[src/rtl/rr_dec_arbiter.sv]
// Round-robin arbiter for one 8-way decoded resource: 8 requesters, bounded hold time
// per grant and one dead cycle between grants. Every output is registered.
module rr_dec_arbiter #(
   parameter int HOLD_MAX = 16,
   parameter int CNT_W    = 8
) (
   input  logic       iClk,
   input  logic       iRst_n,
   input  logic [7:0] iReq,
   input  logic       iDone,
   output logic [2:0] oSel,
   output logic [1:0] oEna,
   output logic [7:0] oGrant_n,
   output logic       oBusy,
   output logic       oTimeout
);

   typedef enum logic [1:0] {
      IDLE    = 2'd0,
      GRANT   = 2'd1,
      RELEASE = 2'd2
   } state_t;

   localparam logic [1:0]       ENA_ON   = 2'b10;
   localparam logic [1:0]       ENA_OFF  = 2'b00;
   localparam logic [CNT_W-1:0] CNT_LAST = CNT_W'(HOLD_MAX - 1);

   state_t           state, stateNxt;
   logic [2:0]       ptr, ptrNxt;
   logic [CNT_W-1:0] cnt, cntNxt;
   logic [2:0]       selNxt;
   logic [1:0]       enaNxt;
   logic [7:0]       grantNxt_n;
   logic             busyNxt;
   logic             timeoutNxt;

   logic [2:0]       winner;
   logic             anyReq;
   logic             ownerReq;
   logic             holdHit;
   logic             exitGrant;

   // Scan upward from last+1 with wrap; last itself is visited last, so the
   // previous owner only wins when nobody else is asking.
   function automatic logic [2:0] pickNext(input logic [7:0] req, input logic [2:0] last);
      logic [2:0] cand;
      logic       found;
      pickNext = last;
      found    = 1'b0;
      for (int i = 1; i <= 8; i++) begin
         cand = last + 3'(i);
         if (req[cand] && !found) begin
            pickNext = cand;
            found    = 1'b1;
         end
      end
   endfunction

   // oSel holds the current owner's index for the whole grant.
   assign winner    = pickNext(iReq, ptr);
   assign anyReq    = |iReq;
   assign ownerReq  = iReq[oSel];
   assign holdHit   = (cnt == CNT_LAST);
   assign exitGrant = !ownerReq || iDone || holdHit;

   always_comb begin
      // NOTE: every signal gets a default before the case so no path leaves one unassigned (no latches).
      stateNxt   = state;
      ptrNxt     = ptr;
      cntNxt     = cnt;
      selNxt     = oSel;
      enaNxt     = ENA_OFF;
      grantNxt_n = 8'hFF;
      busyNxt    = 1'b0;
      timeoutNxt = 1'b0;

      case (state)
         IDLE, RELEASE: begin
            if (anyReq) begin
               stateNxt   = GRANT;
               selNxt     = winner;
               cntNxt     = '0;
               enaNxt     = ENA_ON;
               grantNxt_n = ~(8'h01 << winner);
               busyNxt    = 1'b1;
            end else begin
               stateNxt   = IDLE;
            end
         end

         GRANT: begin
            if (exitGrant) begin
               stateNxt   = RELEASE;
               ptrNxt     = oSel;
               cntNxt     = '0;
               // A drop or iDone takes precedence, so the limit only counts when the owner still wants it.
               timeoutNxt = holdHit && ownerReq && !iDone;
            end else begin
               cntNxt     = cnt + 1'b1;
               enaNxt     = ENA_ON;
               grantNxt_n = oGrant_n;
               busyNxt    = 1'b1;
            end
         end

         default: begin
            stateNxt = IDLE;
         end
      endcase
   end

   // NOTE: sequential state uses non-blocking assignments so all registers update from pre-edge values.
   always_ff @(posedge iClk or negedge iRst_n) begin
      if (!iRst_n) begin
         state    <= IDLE;
         ptr      <= 3'd7;
         cnt      <= '0;
         oSel     <= 3'd0;
         oEna     <= ENA_OFF;
         oGrant_n <= 8'hFF;
         oBusy    <= 1'b0;
         oTimeout <= 1'b0;
      end else begin
         state    <= stateNxt;
         ptr      <= ptrNxt;
         cnt      <= cntNxt;
         oSel     <= selNxt;
         oEna     <= enaNxt;
         oGrant_n <= grantNxt_n;
         oBusy    <= busyNxt;
         oTimeout <= timeoutNxt;
      end
   end

endmodule

[config.mk]
export PLATFORM = sky130hd
export DESIGN_NAME = rr_dec_arbiter
export DESIGN_NICKNAME = d
export VERILOG_FILES = /design/src/rtl/rr_dec_arbiter.sv
export SDC_FILE = /design/constraint.sdc
export NUM_CORES = 1
export LEC_CHECK = 0
export BUFFER_PORTS_ARGS = -buffer_cell sky130_fd_sc_hd__buf_2
export CORE_MARGIN = 2
export CORE_UTILIZATION = 30
export CTS_CLUSTER_DIAMETER = 150
export DETAILED_ROUTE_END_ITERATION = 7
export HOLD_SLACK_MARGIN = 0.05
export PLACE_DENSITY_LB_ADDON = 0.3
export SKIP_LAST_GASP = 1
export SYNTH_ARGS = -nofsm -noshare
export SYNTH_HDL_FRONTEND = slang
export SYNTH_SLANG_ARGS = --single-unit
[constraint.sdc]
create_clock -name iClk -period 3.7 [get_ports iClk]
set_clock_uncertainty 0.2 [all_clocks]
set_input_delay 0.555 -clock iClk [delete_from_list [all_inputs] [get_ports iClk]]
set_output_delay 0.555 -clock iClk [all_outputs]
set_load 0.02 [all_outputs]
==> results of run 1 <==
## final timing paths
check / startpoint / end / cells past startpoint
max: ptr[1]$_DFFE_PN1P_ / oGrant_n[6]$_DFFE_PN1N_ / 9
min: iRst_n / oTimeout$_DFF_PN0_ / 1
max reg2reg: ptr[1]$_DFFE_PN1P_ / oGrant_n[6]$_DFFE_PN1N_ / 9
min reg2reg: cnt[3]$_DFFE_PN0P_ / cnt[3]$_DFFE_PN0P_ / 1
max in group asynchronous: iRst_n / oGrant_n[6]$_DFFE_PN1N_ / 1
min in group iClk: cnt[3]$_DFFE_PN0P_ / cnt[3]$_DFFE_PN0P_ / 1
## critical path: cells and delay by family (launching register included)
kind            cells  cell delay [ps]
compound gates      4             1060
fa+ha+maj           1              490
buf+inv             1               90
flops               1              540
mux                 2              610
simple gates        1              400
## cells in the mapped netlist (all sizes together)
master   n
xor2     2
a31oi    3
conb     1
nor2    23
xnor2    2
and3     4
o21a     2
a21oi    7
a21o     3
or2      1
ha       3
o21ai   23
or3      3
a32o     1
a221oi   6
o22ai    1
nand2b   4
a211oi   4
mux2i    7
a22oi    1
o211ai   3
nor2b    3
nand4    3
buf      8
nand2   18
a211o    1
inv      8
o21bai   1
nor4     3
nand3    5
mux2     7
o32a     2
and2     1
dfstp   11
o221ai   1
mux4    14
dfrtp   15
o31ai    1
a22o     1
nor3     4
o22a     2
clkbuf   3
## logic make-up after synthesis
group,share of synthesized area [%]
and+or+nand+nor,16.3
AOI/OAI and AO/OA,20.5
muxes,23.0
buffers and inverters,4.80
DFF,31.5
other,0.178
adders and majority gates,1.78
xor gates and xnor gates,2.02
## cells in the final DEF, fill, tap and decap left out, types with 2 or more instances in the layout
| master | netlist | routed |
|---|---|---|
| dfrtp_1 | 15 | 15 |
| mux2_2 | 7 | 7 |
| buf_4 | 3 | 4 |
| a31oi_1 | 3 | 3 |
| and3_1 | 4 | 4 |
| nand2b_1 | 4 | 4 |
| o21ai_1 | 4 | 4 |
| o211ai_1 | 3 | 3 |
| buf_2 | 3 | 24 |
| nor4_1 | 3 | 3 |
| a21o_1 | 3 | 3 |
| nand4_1 | 3 | 3 |
| clkbuf_8 | 0 | 4 |
| nor2_1 | 22 | 22 |
| xnor2_1 | 2 | 2 |
| inv_1 | 7 | 7 |
| ha_1 | 3 | 2 |
| a21oi_1 | 7 | 7 |
| dfstp_2 | 11 | 11 |
| mux2i_1 | 5 | 5 |
| nand2_1 | 18 | 18 |
| nor2b_1 | 3 | 3 |
| or3_1 | 2 | 2 |
| o21ai_0 | 19 | 19 |
| nor3_1 | 4 | 4 |
| o32a_1 | 2 | 2 |
| mux4_2 | 13 | 13 |
| a211oi_1 | 3 | 3 |
| nand3_1 | 5 | 5 |
| o21a_1 | 2 | 2 |
| o22a_1 | 2 | 2 |
| a221oi_1 | 4 | 4 |
## per-stage QoR
step / area (um^2) / std cells / total power, mW / hold WS [ps]
after global placement: 2310 / 329 / 2.23 / 280
after global routing: 2390 / 333 / 2.68 / 117
final: 2390 / 333 / 2.47 / 73.4
after detailed placement: 2310 / 329 / 2.23 / 277
after floorplan: 2110 / 216 / 1.86 / 59.4
after CTS: 2360 / 333 / 2.43 / 90.1
## power groups by stage
stage / logic, mW / clock network (mW) / registers (mW)
global route: 2.00 / 0.201 / 0.476
global placement: 1.77 / 0 / 0.463
CTS: 1.78 / 0.192 / 0.456
finish: 1.83 / 0.186 / 0.456
detailed placement: 1.77 / 0 / 0.460
floorplan: 1.38 / 0 / 0.485
## sequential cells by signal, summed over array words and instances, names as in the netlist
signal,flops
oTimeout,1
cnt,8
ptr,3
state,2
oSel,3
oGrant_n,8
oEna,1
## final cells by class
cell class	count	area [um^2]	area share, %
multi-input combinational	171	1370	57.3
sequential	26	664	27.8
timing repair buffer	28	150	6.29
tap	96	120	5.03
clock buffer	4	55.1	2.30
inverter	8	30.0	1.26
## routing by layer
metal  part of all wire [%]  vias up
met1                     50      868
li1                       -      865
met3                    4.3        2
met4                   0.47        0
met5                      0        -
met2                     46       46
==> reports/summary.txt, run 1 <==
largest area contributor in the netlist -> dfrtp_1
post-CTS setup buffers -> 0
Peak VDD IR -> 491 uV
hpwl dp -> 3880 um
drt wl/cell -> 15.8 um
num ports -> 26
grt met2 use -> 22.0%
Starting Density -> 31.0%
root buf cell -> clkbuf_8
max-slew violations -> 0
PortBufs -> 24
Starting DRT DRC Count -> 201
Synth area leaders -> dfrtp_1 (18%), mux4_2 (14%), dfstp_2 (14%)
critical path's slowest cell -> dfstp_2
final wirelength -> 5270 um
Clock transition at path regs -> 90 ps
Post-CTS Resized -> 0
Net Sw Frac -> 49.6%
Antenna Nets Post-Route -> 0
pre-CTS WS -> 139 ps
required time of the critical path -> 3700 ps
die area -> 7720 um^2
Worst EP arrival -> 3470 ps
share of layout cells above drive strength 1 -> 30.8%
Max-cap violations -> 0
Sum Neg Setup Slack -> 0 ps
worst min path class -> input port to async pin
crit-path max FO -> 10
Final Cycle Share -> 93.7%
type of origin of the critical path -> flop
Die X-Extent -> 87.9 um
Synth Register Bits -> 26
Max Fclk -> 0.288 GHz
top-area cell type share of the netlist area -> 17.8%
P_int -> 1.25 mW
RSZ-0062 raised after global routing -> no
drt pass-1 iters -> 5
Rel. slew slack -> 57.4%
GR Layer Usage met1 -> 22.3%
Area growth syn-to-layout -> 13.2%
CTS tree -> yes
antenna cells -> 0
Ys Warns -> 0
setup ws final -> 234 ps
Final setup violation count -> 0
P per Cell Area -> 1040 nW/um^2
busiest grt layer -> met1
Worst-Margin Slew -> 637 ps
Layout Utilization -> 35.2%
worst reg-to-reg setup slack -> 230 ps
overall global routing resource usage -> 14.6%
CTS Buf Count -> 3
crit path cell chain -> inv_1 > ha_2 > mux2_2 > mux2i_1 > a221oi_4 > or3_4 > o21a_1 > a211o_1 > o32a_1
H-tree levels -> 1
Layout Nets -> 252
met3 track demand over resource -> 2.73%
Lkg Pwr -> 0.923 nW
Max clock buf depth -> 2
clock sink count -> 26
Filler cells -> 687
via count -> 1781
combinational power share -> 74.0%
net count after synthesis -> 230
number of global-route vias before repair -> 1692
first-pass GRT wire length -> 8800 um
Netlist Area Pre-Place -> 2110 um^2
Syn Inst Count -> 216
core box area -> 6790 um^2
largest net degree at the start of global routing -> 27
Hold Vio Cnt, Final -> 0
DR DRC count -> 0
Cell Rows -> 30
kind of critical path -> flop to flop
initial antenna violation count -> 0
crit end category -> flop
Tmin final -> 3470 ps
Die Height -> 87.9 um
worst skew pair latency -> 270 ps
hold_buf cts -> 0
post-synthesis cell type count -> 54
switching pwr -> 1.23 mW
vias per inst -> 5.35
status -> completed
Flop pwr share -> 18.5%
Mean Syn Cell Area -> 9.77 um^2
sequential share of the synthesized area -> 31.5%
Max stage delay on crit path -> 540 ps
clock power share -> 7.5%
GR Overflow Total -> 0
Routability Congestion -> 0.825
(Power assumes the default switching activity.)
==> run 2: changes to the inputs <==
==> constraint.sdc (replaced) <==
create_clock -name iClk -period 3.16 [get_ports iClk]
set_clock_uncertainty 0.2 [all_clocks]
set_input_delay 0.474 -clock iClk [delete_from_list [all_inputs] [get_ports iClk]]
set_output_delay 0.474 -clock iClk [all_outputs]
set_load 0.02 [all_outputs]
==> reports/summary.txt, run 2 (same netlist as run 1, synthesis figures left out) <==
most common cell after layout, fill and taps aside -> buf_4
Die Height -> 87.9 um (unchanged)
Rel. slew slack -> 60.7% (+3.3 points)
drt pass-1 iters -> 4 (-1)
Hold Vio Cnt, Final -> 0 (unchanged)
required time of the critical path -> 3150 ps (-550 ps)
P per Cell Area -> 1310 nW/um^2 (+27%)
share of layout cells above drive strength 1 -> 41.6% (+11 points)
Max Fclk -> 0.313 GHz (+8.6%)
initial antenna violation count -> 0 (unchanged)
clock sink count -> 26 (unchanged)
combinational power share -> 79.7% (+5.7 points)
GR Overflow Total -> 0 (unchanged)
commonest cells after routing, fill and taps aside -> buf_4 (29), buf_2 (24), nor2_1 (21)
Final setup violation count -> 1 (+1)
Lkg Pwr -> 1.09 nW (+18%)
Layout Nets -> 282 (+12%)
Net Sw Frac -> 46.1% (-3.6 points)
number of global-route vias before repair -> 1830 (+8.2%)
Die X-Extent -> 87.9 um (unchanged)
Worst EP arrival -> 3190 ps (-280 ps)
Setup crit start -> ptr[1]$_DFFE_PN1P_
failing checks -> negative setup slack
largest net degree at the start of global routing -> 27 (unchanged)
status -> finished, violations left
Clock transition at path regs -> 90 ps (about the same)
setup ws final -> -33.1 ps (-267 ps)
switching pwr -> 1.65 mW (+35%)
root buf cell -> clkbuf_8
Peak VDD IR -> 416 uV (-15%)
dpl cells -> 341 (+3.6%)
hpwl dp -> 4080 um (+5.3%)
Tmin final -> 3190 ps (-273 ps)
type of origin of the critical path -> flop
H-tree levels -> 1 (unchanged)
Worst-Margin Slew -> 589 ps (-47.6 ps)
worst skew pair latency -> 270 ps (about the same)
via count -> 1918 (+7.7%)
biggest regs -> cnt (8), oGrant_n (8)
CTS Buf Count -> 3 (unchanged)
core box area -> 6790 um^2 (unchanged)
Starting Density -> 31.0% (unchanged)
crit-path max FO -> 5 (-5)
vias per inst -> 5.28 (-1.2%)
crit end category -> flop
reg-to-reg startpoint -> ptr[1]$_DFFE_PN1P_
CTS tree -> yes
first-pass GRT wire length -> 9070 um (+3.1%)
Final Cycle Share -> 101% (+7.4 points)
Antenna Nets Post-Route -> 0 (unchanged)
max-slew violations -> 0 (unchanged)
PortBufs -> 24 (unchanged)
RSZ-0062 raised after global routing -> yes
Max clock buf depth -> 2 (unchanged)
antenna cells -> 0 (unchanged)
overall global routing resource usage -> 14.6% (+0.048 points)
drt wl/cell -> 15.1 um (-4.6%)
Starting DRT DRC Count -> 136 (-32%)
Flop pwr share -> 15.0% (-3.5 points)
num ports -> 26 (unchanged)
final wirelength -> 5490 um (+4.0%)
P_int -> 1.94 mW (+55%)
Max-cap violations -> 0 (unchanged)
DR DRC count -> 0 (unchanged)
die area -> 7720 um^2 (unchanged)
Routability Congestion -> 0.809 (-2.0%)
worst min path class -> flop to flop
Finished Layout Cells -> 363 (+9.0%)
kind of critical path -> flop to flop
Hold Startpoint -> oGrant_n[1]$_DFFE_PN1N_
Total Power -> 3.59 mW (+45%)
Cell Rows -> 30 (unchanged)
clock power share -> 5.3% (-2.2 points)
Area growth syn-to-layout -> 29.7%
==> run 2: repair_timing <==
| action | 4_1_cts | 5_1_grt |
|---|---|---|
| hold buffers | 1 | 0 |
| resized for setup | 3 | 14 |
| buffers inserted | 2 | 15 |
| pin swaps | 1 | 2 |
| hold endpoints to repair | 15 | 0 |
| endpoints found under the setup margin | 3 | 9 |
==> run 2: final timing paths <==
path	endpoint	slack (ps)	cells after the start
min	oGrant_n[1]$_DFFE_PN1N_	300	2
max	oGrant_n[6]$_DFFE_PN1N_	-30	10
min reg2reg	oGrant_n[1]$_DFFE_PN1N_	300	2
min in group asynchronous	cnt[6]$_DFFE_PN0P_	530	2
max reg2reg	oGrant_n[6]$_DFFE_PN1N_	-30	10
max in group asynchronous	oSel[2]$_DFFE_PN0P_	1840	2
==> run 2: area by class of cell <==
cell class	instances	area, um^2
Fill cell	674	4060
Multi-Input combinational cell	171	1460
Sequential cell	26	664
Timing Repair Buffer	58	410
Tap cell	96	120
Clock buffer	4	45.0
Inverter	8	40.0
==> run 2: routing by layer <==
layer,vias up,part of all wire (%),global-route usage [%]
met5,-,0,0
met4,0,1.5,2.80
met3,10,3.0,2.64
met2,40,47,22.9
met1,942,48,21.3
li1,926,-,-
==> run 2: critical path, cell delays in order (launching register included) <==
cell and delay [ps]:
dfstp_2 590, inv_4 60, ha_4 280, buf_12 110, mux2_4 310, mux2i_4 190, a221oi_4 120, or3_4 400
o21a_1 220, a211o_1 340, o32a_1 310
==> run 2: power by group through the flow <==
stage          combinational, mW  clock [mW]  sequential (mW)
6_report                    2.86       0.189            0.538
5_1_grt                     3.10       0.214            0.554
2_1_floorplan               1.73           0            0.572
4_1_cts                     2.46       0.198            0.538
3_5_place_dp                2.38           0            0.545
3_3_place_gp                2.34           0            0.541
==> run 2: stage by stage <==
stage / hold slack [ps] / setup WS [ps] / utilization [%] / setup TNS, ps / cell area [um^2]
floorplan: -21.6 / -115 / - / -228 / 2190
detailed placement: 279 / -16.6 / 36.1 / -30.4 / 2450
global route: 315 / -113 / 40.3 / -349 / 2740
finish: 304 / -33.1 / 40.3 / -33.1 / 2740
global placement: 275 / 29.4 / 36.1 / 0 / 2450
CTS: 296 / -10.7 / 37.4 / -16.1 / 2540
==> run 3: changes to the inputs <==
--- a/config.mk
+++ b/config.mk
@@ -10,8 +10,10 @@
 export CORE_UTILIZATION = 30
 export CTS_CLUSTER_DIAMETER = 150
 export DETAILED_ROUTE_END_ITERATION = 7
+export GPL_ROUTABILITY_DRIVEN = 0
 export HOLD_SLACK_MARGIN = 0.05
 export PLACE_DENSITY_LB_ADDON = 0.3
+export SETUP_SLACK_MARGIN = 0.02
 export SKIP_LAST_GASP = 1
 export SYNTH_ARGS = -nofsm -noshare
 export SYNTH_HDL_FRONTEND = slang
==> reports/summary.txt, run 3 (same netlist as run 1, synthesis figures left out) <==
Worst-Margin Slew -> 581 ps (-8.01 ps)
Layout Nets -> 281 (-0.35%)
number of global-route vias before repair -> 1829 (-0.055%)
Die X-Extent -> 87.9 um (unchanged)
crit path cell chain -> inv_8 > ha_4 > buf_6 > mux4_2 > or2_4 > or3_4 > o21a_4 > a211o_1 > o32a_1
worst min path class -> flop to flop
first-pass GRT wire length -> 9080 um (about the same)
cell family with most CP delay -> compound AO/OA/AOI/OAI gates
kind of critical path -> flop to flop
Clock transition at path regs -> 90 ps (about the same)
num ports -> 26 (unchanged)
CTS Buf Count -> 3 (unchanged)
overall global routing resource usage -> 14.7% (+0.098 points)
Max Fclk -> 0.313 GHz (about the same)
Starting DRT DRC Count -> 118 (-13%)
Max-cap violations -> 0 (unchanged)
H-tree levels -> 1 (unchanged)
largest net degree at the start of global routing -> 27 (unchanged)
Cell Rows -> 30 (unchanged)
biggest regs -> cnt (8), oGrant_n (8)
RSZ-0062 raised after global routing -> yes
DR DRC count -> 0 (unchanged)
worst skew pair latency -> 280 ps (about the same)
clock sink count -> 26 (unchanged)
Rel. slew slack -> 61.2% (+0.53 points)
drt pass-1 iters -> 4 (unchanged)
Layout Utilization -> 41.0% (+0.70 points)
most common cell after layout, fill and taps aside -> buf_4
Max clock buf depth -> 2 (unchanged)
Die Height -> 87.9 um (unchanged)
die area -> 7720 um^2 (unchanged)
max-slew violations -> 0 (unchanged)
Antenna Nets Post-Route -> 0 (unchanged)
crit-path max FO -> 6 (+1)
hpwl dp -> 4100 um (+0.34%)
Hold Vio Cnt, Final -> 0 (unchanged)
commonest cells after routing, fill and taps aside -> buf_4 (25), buf_2 (24), nor2_1 (20)
Buf+Inv Stages, Crit Path -> 2 (unchanged)
root buf cell -> clkbuf_8
Final Cycle Share -> 101% (about the same)
core box area -> 6790 um^2 (unchanged)
status -> finished, violations left
antenna cells -> 0 (unchanged)
crit end category -> flop
Finished Layout Cells -> 362 (-0.28%)
CTS tree -> yes
Starting Density -> 31.0% (unchanged)
share of layout cells above drive strength 1 -> 46.2% (+4.7 points)
Worst EP arrival -> 3200 ps (about the same)
initial antenna violation count -> 0 (unchanged)
dpl cells -> 344 (+0.88%)
GR Overflow Total -> 0 (unchanged)
Area growth syn-to-layout -> 32.0%
Tmin final -> 3200 ps (+2.67 ps)
final wirelength -> 5680 um (+3.5%)
critical path's slowest cell -> dfstp_2
Filler cells -> 667 (-1.0%)
failing checks -> negative setup slack
vias per inst -> 5.27 (-0.30%)
drt wl/cell -> 15.7 um (+3.8%)
via count -> 1907 (-0.57%)
type of origin of the critical path -> flop
Final setup violation count -> 4 (+3)
Max stage delay on crit path -> 620 ps (+30 ps)
required time of the critical path -> 3160 ps (about the same)
setup ws final -> -35.7 ps (-2.67 ps)
PortBufs -> 24 (unchanged)
-- run 3: cell types whose count changed in the layout (fill, tap and decap cells not counted), sizes merged --
cell  change
buf       -1
-- run 3: worst paths after layout --
kind | end | cells after the start | slack, ps | startpoint
setup / recovery | oGrant_n[6]$_DFFE_PN1N_ | 9 | -40 | ptr[0]$_DFFE_PN1P_
hold / removal | cnt[7]$_DFFE_PN0P_ | 1 | 300 | cnt[7]$_DFFE_PN0P_
setup reg to reg | oGrant_n[6]$_DFFE_PN1N_ | 9 | -40 | ptr[0]$_DFFE_PN1P_
hold reg to reg | cnt[7]$_DFFE_PN0P_ | 1 | 300 | cnt[7]$_DFFE_PN0P_
max in group asynchronous | oEna[1]$_DFF_PN0_ | 2 | 1850 | iRst_n
min in group asynchronous | cnt[4]$_DFFE_PN0P_ | 2 | 530 | iRst_n
-- run 3: timing repair --
action,CTS,global route
endpoints found under the setup margin,9,11
resized for setup,2,34
hold buffers,1,0
pin swaps,2,14
setup buffers,4,9
endpoints found under the hold margin,15,0
-- run 3: per-layer routing --
layer  up-vias  global-route usage, %  wire length, um
met3         6                   2.26              168
met2        36                   23.3             2810
met4         0                   1.82               52
met1       944                   21.9             2650
li1        921                      -                -
met5         -                      0                0
-- run 3: through the flow --
step	cell area, um^2	setup TNS, ps	hold slack (ps)	setup slack, ps
2_1_floorplan	2190	-228	-21.6	-114
3_3_place_gp	2470	-73.9	275	-38.4
3_5_place_dp	2470	-325	282	-100
4_1_cts	2570	-20.0	303	-8.66
5_1_grt	2780	-817	319	-118
6_report	2780	-88.3	303	-35.7
-- run 3: layout make-up --
class | count | area (um^2) | share of cell area [%]
multi-input combinational | 171 | 1510 | 54.2
timing repair buffer | 57 | 409 | 14.7
clock buffer | 4 | 45.0 | 1.62
tap | 96 | 120 | 4.31
inverter | 8 | 37.5 | 1.35
sequential | 26 | 664 | 23.9
Power of run 3 is left out: the tool's default activity adds up to more than one toggle a clock period on the data nets, which glitch-free logic cannot reach.
